`src/rtl/arm_pkg.sv`:
```
// Shared definitions for the ARM fetch stage: FSM encoding and default constants.
package arm_pkg;

    typedef enum logic [1:0] {
        ST_IDLE,
        ST_REQ,
        ST_FAULT
    } fetch_state_t;

    localparam logic [31:0] NOP_INSTR_DEF = 32'hE1A00000;
    localparam int unsigned TO_CNT_W      = 8;

endpackage

```
`src/rtl/arm_fetch_unit_if.sv`:
```
// Instruction-memory request/response channel between the fetch unit and memory.
interface arm_fetch_unit_if;

    logic        mem_req;
    logic [31:0] mem_addr;
    logic        mem_ack;
    logic [31:0] mem_rdata;
    logic        mem_err;

    modport master (
        output mem_req,
        output mem_addr,
        input  mem_ack,
        input  mem_rdata,
        input  mem_err
    );

    modport slave (
        input  mem_req,
        input  mem_addr,
        output mem_ack,
        output mem_rdata,
        output mem_err
    );

endinterface

```
`src/rtl/arm_fetch_unit.sv`:
```
// Fetch stage: one-entry tagged buffer in front of a variable-latency instruction memory,
// with sticky fault on misaligned pc, memory error or request timeout.
module arm_fetch_unit
    import arm_pkg::*;
#(
    parameter int unsigned TIMEOUT_CYCLES = 255,
    parameter logic [31:0] NOP_INSTR      = NOP_INSTR_DEF
) (
    input  logic                     clk,
    input  logic                     reset,
    input  logic [31:0]              pc,
    input  logic                     flush,
    output logic [31:0]              instr,
    output logic                     instr_valid,
    output logic                     stall,
    output logic                     fetch_fault,
    arm_fetch_unit_if.master         mem
);

    localparam logic [TO_CNT_W-1:0] LP_TO_LAST = TO_CNT_W'(TIMEOUT_CYCLES - 1);

    fetch_state_t        r_state;
    logic                r_buf_valid;
    logic [29:0]         r_buf_tag;
    logic [31:0]         r_buf_data;
    logic [31:0]         r_req_addr;
    logic                r_drop;
    logic [TO_CNT_W-1:0] r_cnt;
    logic                r_mem_req;

    fetch_state_t        w_state_nxt;
    logic                w_buf_valid_nxt;
    logic [29:0]         w_buf_tag_nxt;
    logic [31:0]         w_buf_data_nxt;
    logic [31:0]         w_req_addr_nxt;
    logic                w_drop_nxt;
    logic [TO_CNT_W-1:0] w_cnt_nxt;
    logic                w_mem_req_nxt;
    logic                w_hit;
    logic                w_misaligned;

    assign w_hit        = r_buf_valid && (r_buf_tag == pc[31:2]) && !flush && (r_state != ST_FAULT);
    assign w_misaligned = (pc[1:0] != 2'b00);

    assign instr_valid  = w_hit;
    assign instr        = w_hit ? r_buf_data : NOP_INSTR;
    assign stall        = !w_hit;
    assign fetch_fault  = (r_state == ST_FAULT);
    assign mem.mem_req  = r_mem_req;
    assign mem.mem_addr = r_req_addr;

    always_comb begin
        w_state_nxt     = r_state;
        w_buf_valid_nxt = r_buf_valid;
        w_buf_tag_nxt   = r_buf_tag;
        w_buf_data_nxt  = r_buf_data;
        w_req_addr_nxt  = r_req_addr;
        w_drop_nxt      = r_drop;
        w_cnt_nxt       = r_cnt;
        w_mem_req_nxt   = 1'b0;

        case (r_state)
            ST_IDLE: begin
                if (flush) begin
                    w_buf_valid_nxt = 1'b0;
                end
                if (w_misaligned) begin
                    w_state_nxt     = ST_FAULT;
                    w_buf_valid_nxt = 1'b0;
                end else if (!w_hit) begin
                    w_req_addr_nxt = {pc[31:2], 2'b00};
                    w_cnt_nxt      = '0;
                    w_drop_nxt     = 1'b0;
                    w_mem_req_nxt  = 1'b1;
                    w_state_nxt    = ST_REQ;
                end
            end

            ST_REQ: begin
                w_mem_req_nxt = 1'b1;
                w_cnt_nxt     = r_cnt + 1'b1;
                if (flush) begin
                    w_drop_nxt      = 1'b1;
                    w_buf_valid_nxt = 1'b0;
                end
                if (mem.mem_ack) begin
                    w_mem_req_nxt = 1'b0;
                    if (mem.mem_err) begin
                        w_state_nxt     = ST_FAULT;
                        w_buf_valid_nxt = 1'b0;
                    end else begin
                        // A flush coinciding with the ack drops the data just like an earlier one.
                        if (!r_drop && !flush) begin
                            w_buf_tag_nxt   = r_req_addr[31:2];
                            w_buf_data_nxt  = mem.mem_rdata;
                            w_buf_valid_nxt = 1'b1;
                        end
                        w_state_nxt = ST_IDLE;
                    end
                end else if (r_cnt == LP_TO_LAST) begin
                    w_mem_req_nxt   = 1'b0;
                    w_state_nxt     = ST_FAULT;
                    w_buf_valid_nxt = 1'b0;
                end
            end

            ST_FAULT: begin
                w_buf_valid_nxt = 1'b0;
            end

            default: begin
                w_state_nxt = ST_IDLE;
            end
        endcase
    end

    always_ff @(posedge clk or posedge reset) begin
        if (reset) begin
            r_state     <= ST_IDLE;
            r_buf_valid <= 1'b0;
            r_buf_tag   <= '0;
            r_buf_data  <= '0;
            r_req_addr  <= '0;
            r_drop      <= 1'b0;
            r_cnt       <= '0;
            r_mem_req   <= 1'b0;
        end else begin
            r_state     <= w_state_nxt;
            r_buf_valid <= w_buf_valid_nxt;
            r_buf_tag   <= w_buf_tag_nxt;
            r_buf_data  <= w_buf_data_nxt;
            r_req_addr  <= w_req_addr_nxt;
            r_drop      <= w_drop_nxt;
            r_cnt       <= w_cnt_nxt;
            r_mem_req   <= w_mem_req_nxt;
        end
    end

endmodule

```
`src/flat_wrapper.sv`:
```
// flat-port wrapper written by rule: the top's interface ports become plain ports
module arm_fetch_unit_flat import arm_pkg::*;
#(
    parameter int unsigned TIMEOUT_CYCLES = 255,
    parameter logic [31:0] NOP_INSTR      = NOP_INSTR_DEF
)
  (clk, reset, pc, flush, instr, instr_valid, stall, fetch_fault, mem_mem_req, mem_mem_addr, mem_mem_ack, mem_mem_rdata, mem_mem_err);
  arm_fetch_unit_if mem_i ();
  input  logic clk;
  input  logic reset;
  input  logic [31:0] pc;
  input  logic flush;
  output logic [31:0] instr;
  output logic instr_valid;
  output logic stall;
  output logic fetch_fault;
  output wire logic [$bits(mem_i.mem_req)-1:0] mem_mem_req;
  output wire logic [$bits(mem_i.mem_addr)-1:0] mem_mem_addr;
  input wire logic [$bits(mem_i.mem_ack)-1:0] mem_mem_ack;
  input wire logic [$bits(mem_i.mem_rdata)-1:0] mem_mem_rdata;
  input wire logic [$bits(mem_i.mem_err)-1:0] mem_mem_err;
  assign mem_mem_req = mem_i.mem_req;
  assign mem_mem_addr = mem_i.mem_addr;
  assign mem_i.mem_ack = mem_mem_ack;
  assign mem_i.mem_rdata = mem_mem_rdata;
  assign mem_i.mem_err = mem_mem_err;
  arm_fetch_unit #(.TIMEOUT_CYCLES(TIMEOUT_CYCLES), .NOP_INSTR(NOP_INSTR)) u_core (.clk(clk), .reset(reset), .pc(pc), .flush(flush), .instr(instr), .instr_valid(instr_valid), .stall(stall), .fetch_fault(fetch_fault), .mem(mem_i));
endmodule
```
`config.mk`:
```
export PLATFORM = sky130hd
export DESIGN_NAME = arm_fetch_unit_flat
export DESIGN_NICKNAME = d
export VERILOG_FILES = /design/src/rtl/arm_pkg.sv /design/src/rtl/arm_fetch_unit_if.sv /design/src/rtl/arm_fetch_unit.sv /design/src/flat_wrapper.sv
export SDC_FILE = /design/constraint.sdc
export NUM_CORES = 1
export LEC_CHECK = 0
export ABC_AREA = 1
export CORE_MARGIN = 10
export CORE_UTILIZATION = 55
export DETAILED_ROUTE_END_ITERATION = 12
export DONT_BUFFER_PORTS = 1
export PLACE_DENSITY = 0.7
export SKIP_CTS_REPAIR_TIMING = 1
export SLEW_MARGIN = 20
export SYNTH_ARGS = -nofsm -noshare
export SYNTH_HDL_FRONTEND = slang
export SYNTH_SLANG_ARGS = --single-unit
```
`constraint.sdc`:
```
create_clock -name clk -period 5.58 [get_ports clk]
set_clock_uncertainty 0.1 [all_clocks]
set_input_delay 0.837 -clock clk [delete_from_list [all_inputs] [get_ports clk]]
set_output_delay 0.837 -clock clk [all_outputs]
set_load 0.05 [all_outputs]
```
==> results of run 1 <==
[cells in the mapped netlist]
cell | instances | area (sq um)
a21oi_1 | 60 | 300.3
a22oi_1 | 1 | 7.510
buf_2 | 9 | 45.04
buf_4 | 5 | 37.54
buf_6 | 1 | 11.26
clkbuf_1 | 9 | 33.78
clkinv_1 | 3 | 11.26
conb_1 | 1 | 3.750
dfrtp_1 | 105 | 2628
ha_1 | 6 | 75.07
inv_1 | 94 | 352.8
inv_2 | 6 | 22.52
mux2_2 | 6 | 67.56
nand2_1 | 136 | 510.5
nand2_4 | 3 | 33.78
nand3_1 | 16 | 80.08
nand4_1 | 2 | 12.51
nor2_1 | 111 | 416.7
nor2_2 | 2 | 12.51
nor2_4 | 1 | 11.26
o21ai_0 | 30 | 150.1
o21ai_1 | 1 | 5.000
or2_1 | 2 | 12.51
or2_2 | 4 | 25.02
xnor2_1 | 11 | 96.34
xor2_1 | 4 | 35.03
[report_power, final]
group	internal, uW	switching (uW)	leakage, uW
logic	260	430	0.00157
registers	1080	582	0.00122
clock network	267	256	0.000113
[worst max-delay path: stages, from the launching register on]
cell and delay [ns]:
dfrtp_1 0.38, inv_1 0.08, ha_1 0.42, a21oi_1 0.22, nand2_1 0.07, nor2_1 0.10
nand2_1 0.09, nor2_2 0.16, nand2_4 0.32, nor2_1 0.82
[logic make-up (layout without fill, tap and decap cells)]
logic type / count (synthesis) / count (layout) / synth area share, %
compound gates: 92 / 92 / 9.264
flops: 105 / 105 / 52.58
fa+ha+maj: 6 / 6 / 1.502
mux: 6 / 6 / 1.352
xor+xnor: 15 / 15 / 2.629
buf+inv: 127 / 121 / 10.29
other cells: 1 / 2 / 0.07504
simple gates: 277 / 277 / 22.31
[path summary, 6_finish.rpt]
kind                                     startpoint               endpoint  slack, ns  cells after the start
worst min-delay path                          reset  u_core.r_buf_data[14]       0.30                      1
min in group clk                u_core.r_buf_tag[8]    u_core.r_buf_tag[8]       0.40                      2
max in group asynchronous                     reset   u_core.r_buf_tag[13]       3.94                      2
worst min register to register  u_core.r_buf_tag[8]    u_core.r_buf_tag[8]       0.40                      2
worst max-delay path              u_core.r_state[0]              instr[15]       1.59                      9
worst max register to register    u_core.r_state[0]          u_core.r_drop       2.48                     12
[registers in the layout, summed over array words and instances, names as in the netlist]
register             count
u_core.r_cnt             8
u_core.mem.mem_req       1
u_core.r_drop            1
u_core.mem.mem_addr     30
u_core.r_state           2
u_core.r_buf_tag        30
u_core.r_buf_valid       1
u_core.r_buf_data       32
[routing by layer]
| metal | part of all wire [%] | wire length (um) |
|---|---|---|
| met1 | 41 | 4535 |
| met2 | 47 | 5203 |
| met3 | 9.9 | 1088 |
| met4 | 1.2 | 130 |
| met5 | 0 | 0 |
[layout make-up]
type / count / share of cell area (%)
inverters: 103 / 7.384
clock inverters: 6 / 1.709
well taps: 108 / 2.564
multi-input cells: 398 / 35.52
flip-flops and latches: 105 / 49.86
clock buffers: 10 / 2.612
repair buffers: 2 / 0.3561
[stage by stage]
step | power (uW) | hold WS [ns] | utilization (%) | cell area, sq um
detailed placement | 2381 | 0.3808 | 57.50 | 5039
finish | 2873 | 0.3025 | 60.14 | 5270
CTS | 2908 | 0.3125 | 60.09 | 5266
global placement | 2336 | 0.3700 | 57.50 | 5039
floorplan | 2189 | 0.3530 | - | 5001
global route | 3081 | 0.3295 | 60.14 | 5270
==> run_results.csv, run 1 <==
group,metric,value,unit
run_status,status,"complete, no violations",
synthesis,synth-seq-cells,105,
floorplan,rows,34,
clock_network,numCtsBuffers,9,
layout,final_common_cell,"nand2_1",
setup_path,crit_type,"reg -> out",
sta,fin_setup_tns,0,ns
floorplan,pin_count,137,
clock_network,cts_root_buf,"clkbuf_8",
layout,final_cells,732,
clock_network,cts.clk_slew.worst_paths,0.10,ns
layout,nets,694,
clock_network,cts.sink_count,105,
setup_path,worstSetupStartpointType,"register",
synthesis,syn_inst,629,
floorplan,core_area,8763,sq um
sta,max-slew-margin-rel,38.90,%
route,routedWlPerCell,14.97,um
grt,grt_pass1_wl,17310,um
floorplan,die_width,115.3,um
synthesis,synth_area,4997,sq um
route,num_vias,3666,
route,drtIter0Drc,158,
route,viasPerCell,5.008,
layout,insertedDiodeCount,0,
grt,grtUsageTotal,16.15,%
clock_network,cts_tree,"done",
route,wirelength,10960,um
placement,place_congestion,0.8121,
pwr,cellPowerDensity,545.1,nW/um^2
sta,maxSlewViolCount,0,
layout,multi_input_area,1872,sq um
synthesis,synth.distinct_cells,26,
grt,use_met1,19.56,%
grt,grt_max_degree,119,
layout,final_cell_mix,"nand2_1 (136), nor2_1 (111), dfrtp_1 (105)",
setup_path,required,4.64,ns
setup_path,end_kind,"output pin",
clock_network,clkLatencyLatePin,0.36,ns
grt,use_met2,25.98,%
grt,met3_usage,6.042,%
clock_network,clockBufferDepth,2,
sta,hold_viol,0,
synthesis,syn_avg_cell_area,7.945,sq um
setup_path,cp_data_arrival_time,3.05,ns
layout,seq_area,2628,sq um
clock_network,h-tree-depth,3,
sta,layout_setup_ws,1.592,ns
layout,nFillCells,786,
layout,drive_gt1_share,6.731,%
sta,period_share,71.46,%
placement,hpwl,8001,um
grt,first_global_vias,3540,
synthesis,yosysWarnings,0,
sta,max_freq,250.8,MHz
floorplan,die_area,13300,sq um
grt,grt-ovfl-total,0,
sta,tightest_slew,0.9132,ns
hold_path,hold_path.class,"in -> async",
route,postRouteAntennaNets,0,
synthesis,yosysSeqAreaShare,52.58,%
grt,grt-busiest-layer,"met2",
floorplan,start_util,57.02,%
layout,areaGrowthSynthToFinish,5.458,%
sta,setup_viol,0,
sta,period_minus_slack,3.988,ns
pwr,p_leak,0.002897,uW
job,maxCapViolCount,0,
pwr,peakVddDrop,0.0003355,V
placement,pre_cts_ws,1.935,ns
floorplan,die_h,115.3,um
placement,dp_cells,716,
grt,grt_antenna_before_repair,0,
sta,rsz0062_at_grt,"no",
route,drc,0,
setup_path,cp_max_fo,36,
placement,port_buffers,0,
route,dr.pass1.iters,4,
Note: power is estimated with default switching activity, not from simulation.
==> run 2, diff against run 1 <==
==> constraint.sdc (replaced) <==
create_clock -name clk -period 3.7 [get_ports clk]
set_clock_uncertainty 0.1 [all_clocks]
set_input_delay 0.555 -clock clk [delete_from_list [all_inputs] [get_ports clk]]
set_output_delay 0.555 -clock clk [all_outputs]
set_load 0.05 [all_outputs]
==> run_results.csv, run 2 (synthesized netlist as in run 1, its figures left out) <==
group,metric,value,unit
layout,multi_input_area,1872,sq um
floorplan,die_width,115.3,um
placement,hpwl,8449,um
setup_path,worstReg2RegEnd,"u_core.mem.mem_addr[29]",
route,routedWlPerCell,14.84,um
route,postRouteAntennaNets,0,
setup_path,reg2reg_from,"u_core.r_state[0]",
floorplan,pin_count,137,
clock_network,cts_root_buf,"clkbuf_8",
sta,layout_setup_ws,0.3773,ns
placement,place_congestion,0.8570,
sta,period_share,89.80,%
clock_network,cts_tree,"done",
route,dr.pass1.iters,4,
sta,period_minus_slack,3.323,ns
route,drtIter0Drc,203,
clock_network,clkLatencyLatePin,0.37,ns
layout,areaGrowthSynthToFinish,8.913,%
sta,maxSlewViolCount,0,
setup_path,rr_worst_depth,12,
clock_network,clockBufferDepth,2,
setup_path,path_common_cell,"nand2_1",
setup_path,end_kind,"output pin",
floorplan,start_util,57.02,%
grt,grt-ovfl-total,0,
job,maxCapViolCount,0,
pwr,p_leak,0.003031,uW
grt,grtUsageTotal,16.61,%
placement,pre_cts_ws,0.6839,ns
grt,grt_antenna_before_repair,0,
route,wirelength,11260,um
placement,port_buffers,0,
floorplan,core_area,8763,sq um
pwr,swShare,44.87,%
setup_path,r2r_slack,0.69,ns
floorplan,die_h,115.3,um
pwr,combPwrFrac,24.6,%
hold_path,hold_path.class,"in -> async",
sta,fin_setup_tns,0,ns
setup_path,worstSetupStartpointType,"register",
layout,nets,722,
layout,final_cell_mix,"nand2_1 (136), nor2_1 (111), dfrtp_1 (105)",
pwr,intPower,2348,uW
clock_network,cts.sink_count,105,
layout,nFillCells,783,
pwr,switching_power,1911,uW
layout,final_common_cell,"nand2_1",
setup_path,crit_slowest_cell,"or2_2",
layout,post-route-util,62.11,%
layout,insertedDiodeCount,0,
sta,setup_viol,0,
layout,largest-register,"u_core.r_buf_data",
route,num_vias,3762,
sta,rsz0062_at_grt,"no",
grt,first_global_vias,3553,
layout,seq_area,2628,sq um
setup_path,cp_max_fo,36,
sta,max_freq,301.0,MHz
setup_path,cp_data_arrival_time,2.67,ns
layout,largest_reg_flops,32,
clock_network,numCtsBuffers,9,
route,drc,0,
sta,hold_slack,-0.002000,ns
setup_path,max_stage_delay,0.54,ns
pwr,peakVddDrop,0.0004819,V
sta,max-slew-margin-rel,44.93,%
sta,tightest_slew,0.8261,ns
clock_network,h-tree-depth,3,
layout,drive_gt1_share,10.60,%
clock_network,cts.clk_slew.worst_paths,0.11,ns
pwr,seqPwrFrac,58.9,%
setup_path,required,3.04,ns
floorplan,rows,34,
grt,grt_max_degree,91,
pwr,cellPowerDensity,782.4,nW/um^2
grt,grt_pass1_wl,17810,um
setup_path,crit_type,"reg -> out",
pwr,p_clk_share,16.6,%
route,viasPerCell,4.957,
floorplan,die_area,13300,sq um
run_status,status,"complete, but fails checks",
sta,hold_viol,6,
setup_path,path_cells,"inv_1, ha_1, a21oi_1, nand2_1, nor2_1, nand2_1, nor2_2, nand2_4, or2_2",
run_status,violations,"negative hold slack",
## run 2: cell count changes in the layout (fill, tap and decap cells not counted), sizes merged
cell / previous run / this run
clkinv: 5 / 6
buf: 2 / 30
inv: 101 / 100
bufinv: 2 / 1
## run 2: per-stage QoR
step | total power (uW) | cells | instance area [sq um]
4_1_cts | 4302 | 759 | 5443
5_1_grt | 4585 | 759 | 5443
3_5_place_dp | 3599 | 744 | 5249
6_report | 4259 | 759 | 5443
3_3_place_gp | 3521 | 744 | 5249
2_1_floorplan | 3302 | 630 | 5001
## run 2: routing by layer
layer | track usage, % | part of all wire, % | vias up
li1 | - | - | 1928
met1 | 21.09 | 43 | 1728
met2 | 25.68 | 47 | 98
met3 | 6.875 | 9.8 | 8
met4 | 4.373 | 0.80 | 0
met5 | 0 | 0 | -
## run 2: worst max-delay path by stage
stage | slack, ns | end | depth (start not counted) | start
5_1_grt | 0.15 | instr[31] | 9 | u_core.r_state[0]
2_1_floorplan | 0.28 | u_core.mem.mem_addr[10] | 1 | reset
3_3_place_gp | 0.78 | instr[31] | 9 | u_core.r_state[0]
4_1_cts | 0.33 | instr[31] | 9 | u_core.r_state[0]
3_5_place_dp | 0.68 | u_core.mem.mem_addr[29] | 12 | u_core.r_state[0]
6_report | 0.38 | instr[31] | 9 | u_core.r_state[0]
## run 2: layout make-up
| cell class | count | share of cell area (%) |
|---|---|---|
| Multi-Input combinational cell | 398 | 34.39 |
| Inverter | 103 | 7.149 |
| Sequential cell | 105 | 48.28 |
| Clock inverter | 5 | 1.034 |
| Clock buffer | 10 | 2.529 |
| Timing Repair Buffer | 30 | 4.138 |
| Tap cell | 108 | 2.483 |
## run 2: power groups by stage
| stage | sequential, uW | combinational [uW] | clock, uW |
|---|---|---|---|
| finish | 2510 | 1050 | 706 |
| global route | 2580 | 1230 | 776 |
| CTS | 2520 | 1060 | 723 |
| detailed placement | 2540 | 1060 | 0 |
| global placement | 2520 | 1000 | 0 |
| floorplan | 2430 | 871 | 0 |
## run 2: worst max-delay path, delay by kind of cell, from the launching register on
| family | cells | cell delay [ns] |
|---|---|---|
| AOI/OAI and AO/OA | 1 | 0.20 |
| buffers and inverters | 1 | 0.08 |
| DFF | 1 | 0.38 |
| and+or+nand+nor | 6 | 1.21 |
| adders and majority gates | 1 | 0.42 |
==> run 3, diff against run 2 <==
--- a/config.mk
+++ b/config.mk
@@ -12,6 +12,7 @@
 export DONT_BUFFER_PORTS = 1
 export PLACE_DENSITY = 0.7
 export SKIP_CTS_REPAIR_TIMING = 1
+export SKIP_LAST_GASP = 1
 export SLEW_MARGIN = 20
 export SYNTH_ARGS = -nofsm -noshare
 export SYNTH_HDL_FRONTEND = slang
==> constraint.sdc (replaced) <==
create_clock -name clk -period 3.7 [get_ports clk]
set_clock_uncertainty 0.1 [all_clocks]
set_input_delay 0.555 -clock clk [delete_from_list [all_inputs] [get_ports clk]]
set_output_delay 0.555 -clock clk [all_outputs]
set_load 0.1 [all_outputs]
==> run_results.csv, run 3 (synthesized netlist as in run 1, its figures left out) <==
group,metric,value,unit
run_status,status,"complete, no violations",
sta,layout_setup_ws,0.3870,ns
sta,max_freq,301.8,MHz
clock_network,h-tree-depth,3,
grt,grt_antenna_before_repair,0,
route,drc,0,
sta,max-slew-margin-rel,34.49,%
setup_path,max_stage_delay,0.45,ns
job,maxCapViolCount,0,
setup_path,crit_slowest_cell,"or2_2",
placement,pre_cts_ws,0.7446,ns
pwr,swShare,51.90,%
setup_path,end_kind,"output pin",
sta,period_share,89.54,%
layout,final_cell_mix,"nand2_1 (136), dfrtp_1 (105), inv_1 (93)",
placement,hpwl,9066,um
floorplan,die_width,115.3,um
setup_path,cp_max_fo,36,
sta,period_minus_slack,3.313,ns
setup_path,path_common_cell,"nand2_1",
layout,largest-register,"u_core.r_buf_data",
layout,drive_gt1_share,15.76,%
route,drtIter0Drc,221,
grt,grt_max_degree,75,
sta,hold_viol,0,
placement,port_buffers,0,
clock_network,cts_tree,"done",
sta,setup_viol,0,
sta,maxSlewViolCount,0,
layout,largest_reg_flops,32,
floorplan,die_area,13300,sq um
floorplan,rows,34,
clock_network,clockBufferDepth,2,
layout,nFillCells,705,
layout,nets,730,
pwr,cellPowerDensity,832.6,nW/um^2
pwr,peakVddDrop,0.0007083,V
grt,grt-ovfl-total,0,
sta,rsz0062_at_grt,"no",
route,wirelength,12030,um
setup_path,worstSetupStartpointType,"register",
pwr,p_leak,0.003184,uW
setup_path,crit_type,"reg -> out",
setup_path,path_cells,"inv_1, ha_1, a21oi_1, nand2_1, nor2_1, nand2_1, nor2_2, nand2_4, or2_2, buf_12",
setup_path,r2r_slack,0.79,ns
floorplan,start_util,57.02,%
pwr,seqPwrFrac,62.0,%
layout,seq_area,2628,sq um
pwr,combPwrFrac,22.0,%
sta,tightest_slew,0.9826,ns
layout,areaGrowthSynthToFinish,20.58,%
route,postRouteAntennaNets,0,
clock_network,cts_root_buf,"clkbuf_8",
clock_network,cts.clk_slew.worst_paths,0.11,ns
pwr,switching_power,2604,uW
setup_path,required,3.04,ns
clock_network,clkLatencyLatePin,0.37,ns
floorplan,core_area,8763,sq um
pwr,finalPower,5017,uW
floorplan,die_h,115.3,um
grt,grtUsageTotal,18.00,%
layout,final_common_cell,"nand2_1",
clock_network,numCtsBuffers,9,
route,num_vias,3824,
pwr,p_clk_share,16.0,%
floorplan,pin_count,137,
route,dr.pass1.iters,4,
route,viasPerCell,4.979,
placement,place_congestion,0.8238,
setup_path,cp_data_arrival_time,2.66,ns
hold_path,hold_path.class,"in -> async",
route,routedWlPerCell,15.66,um
pwr,intPower,2413,uW
grt,grt_pass1_wl,19220,um
layout,insertedDiodeCount,0,
clock_network,cts.sink_count,105,
grt,first_global_vias,3876,
layout,multi_input_area,1947,sq um
[run 3: changes by cell type in the layout (fill, tap and decap cells not counted), sizes merged]
cell | previous run | this run
buf | 30 | 38
clkinv | 6 | 7
clkinvlp | 1 | 0
bufinv | 1 | 2
[run 3: path summary, 6_finish.rpt]
| check | from | endpoint | depth (start not counted) |
|---|---|---|---|
| hold reg to reg | u_core.r_buf_tag[8] | u_core.r_buf_tag[8] | 2 |
| min in group clk | mem_mem_rdata[24] | u_core.r_buf_data[24] | 1 |
| setup reg to reg | u_core.r_state[0] | u_core.r_cnt[3] | 12 |
| setup / recovery | u_core.r_state[0] | instr[31] | 10 |
| hold / removal | reset | u_core.r_buf_data[17] | 1 |
| max in group asynchronous | reset | u_core.mem.mem_addr[5] | 2 |
[run 3: final cells by class]
cell class | count | share of cell area [%]
inverter | 103 | 6.458
clock inverter | 6 | 1.516
timing repair buffer | 38 | 11.59
multi-input combinational | 398 | 32.31
tap | 108 | 2.243
sequential | 105 | 43.60
clock buffer | 10 | 2.284
[run 3: per-layer routing]
metal	wire, um	global-route usage, %	vias up
met5	0	0	-
met4	197	6.188	0
met3	1088	6.563	12
met2	5913	29.54	103
met1	4828	21.37	1768
li1	-	-	1941
[run 3: stage by stage]
step                      setup TNS, ns  cell area, sq um  utilization (%)  hold WS (ns)  cells
after floorplan                  -1.558              5052                -        0.3530    630
after global placement                0              5797            66.15        0.3682    752
after detailed placement              0              5797            66.15        0.3749    752
after CTS                             0              6026            68.76        0.1806    768
after global routing                  0              6026            68.76        0.2172    768
final                                 0              6026            68.76        0.1412    768
[run 3: critical path, delay by kind of cell (launching register included)]
family / cells / cell delay [ns]
simple gates: 6 / 1.22
flops: 1 / 0.40
buf+inv: 2 / 0.27
fa+ha+maj: 1 / 0.21
compound gates: 1 / 0.19
[run 3: power by group through the flow]
| stage | Clock, uW | Sequential [uW] | Combinational (uW) |
|---|---|---|---|
| finish | 802 | 3110 | 1110 |
| global route | 863 | 3180 | 1300 |
| CTS | 818 | 3120 | 1130 |
| detailed placement | 0 | 3140 | 1120 |
| global placement | 0 | 3110 | 1060 |
| floorplan | 0 | 3020 | 916 |
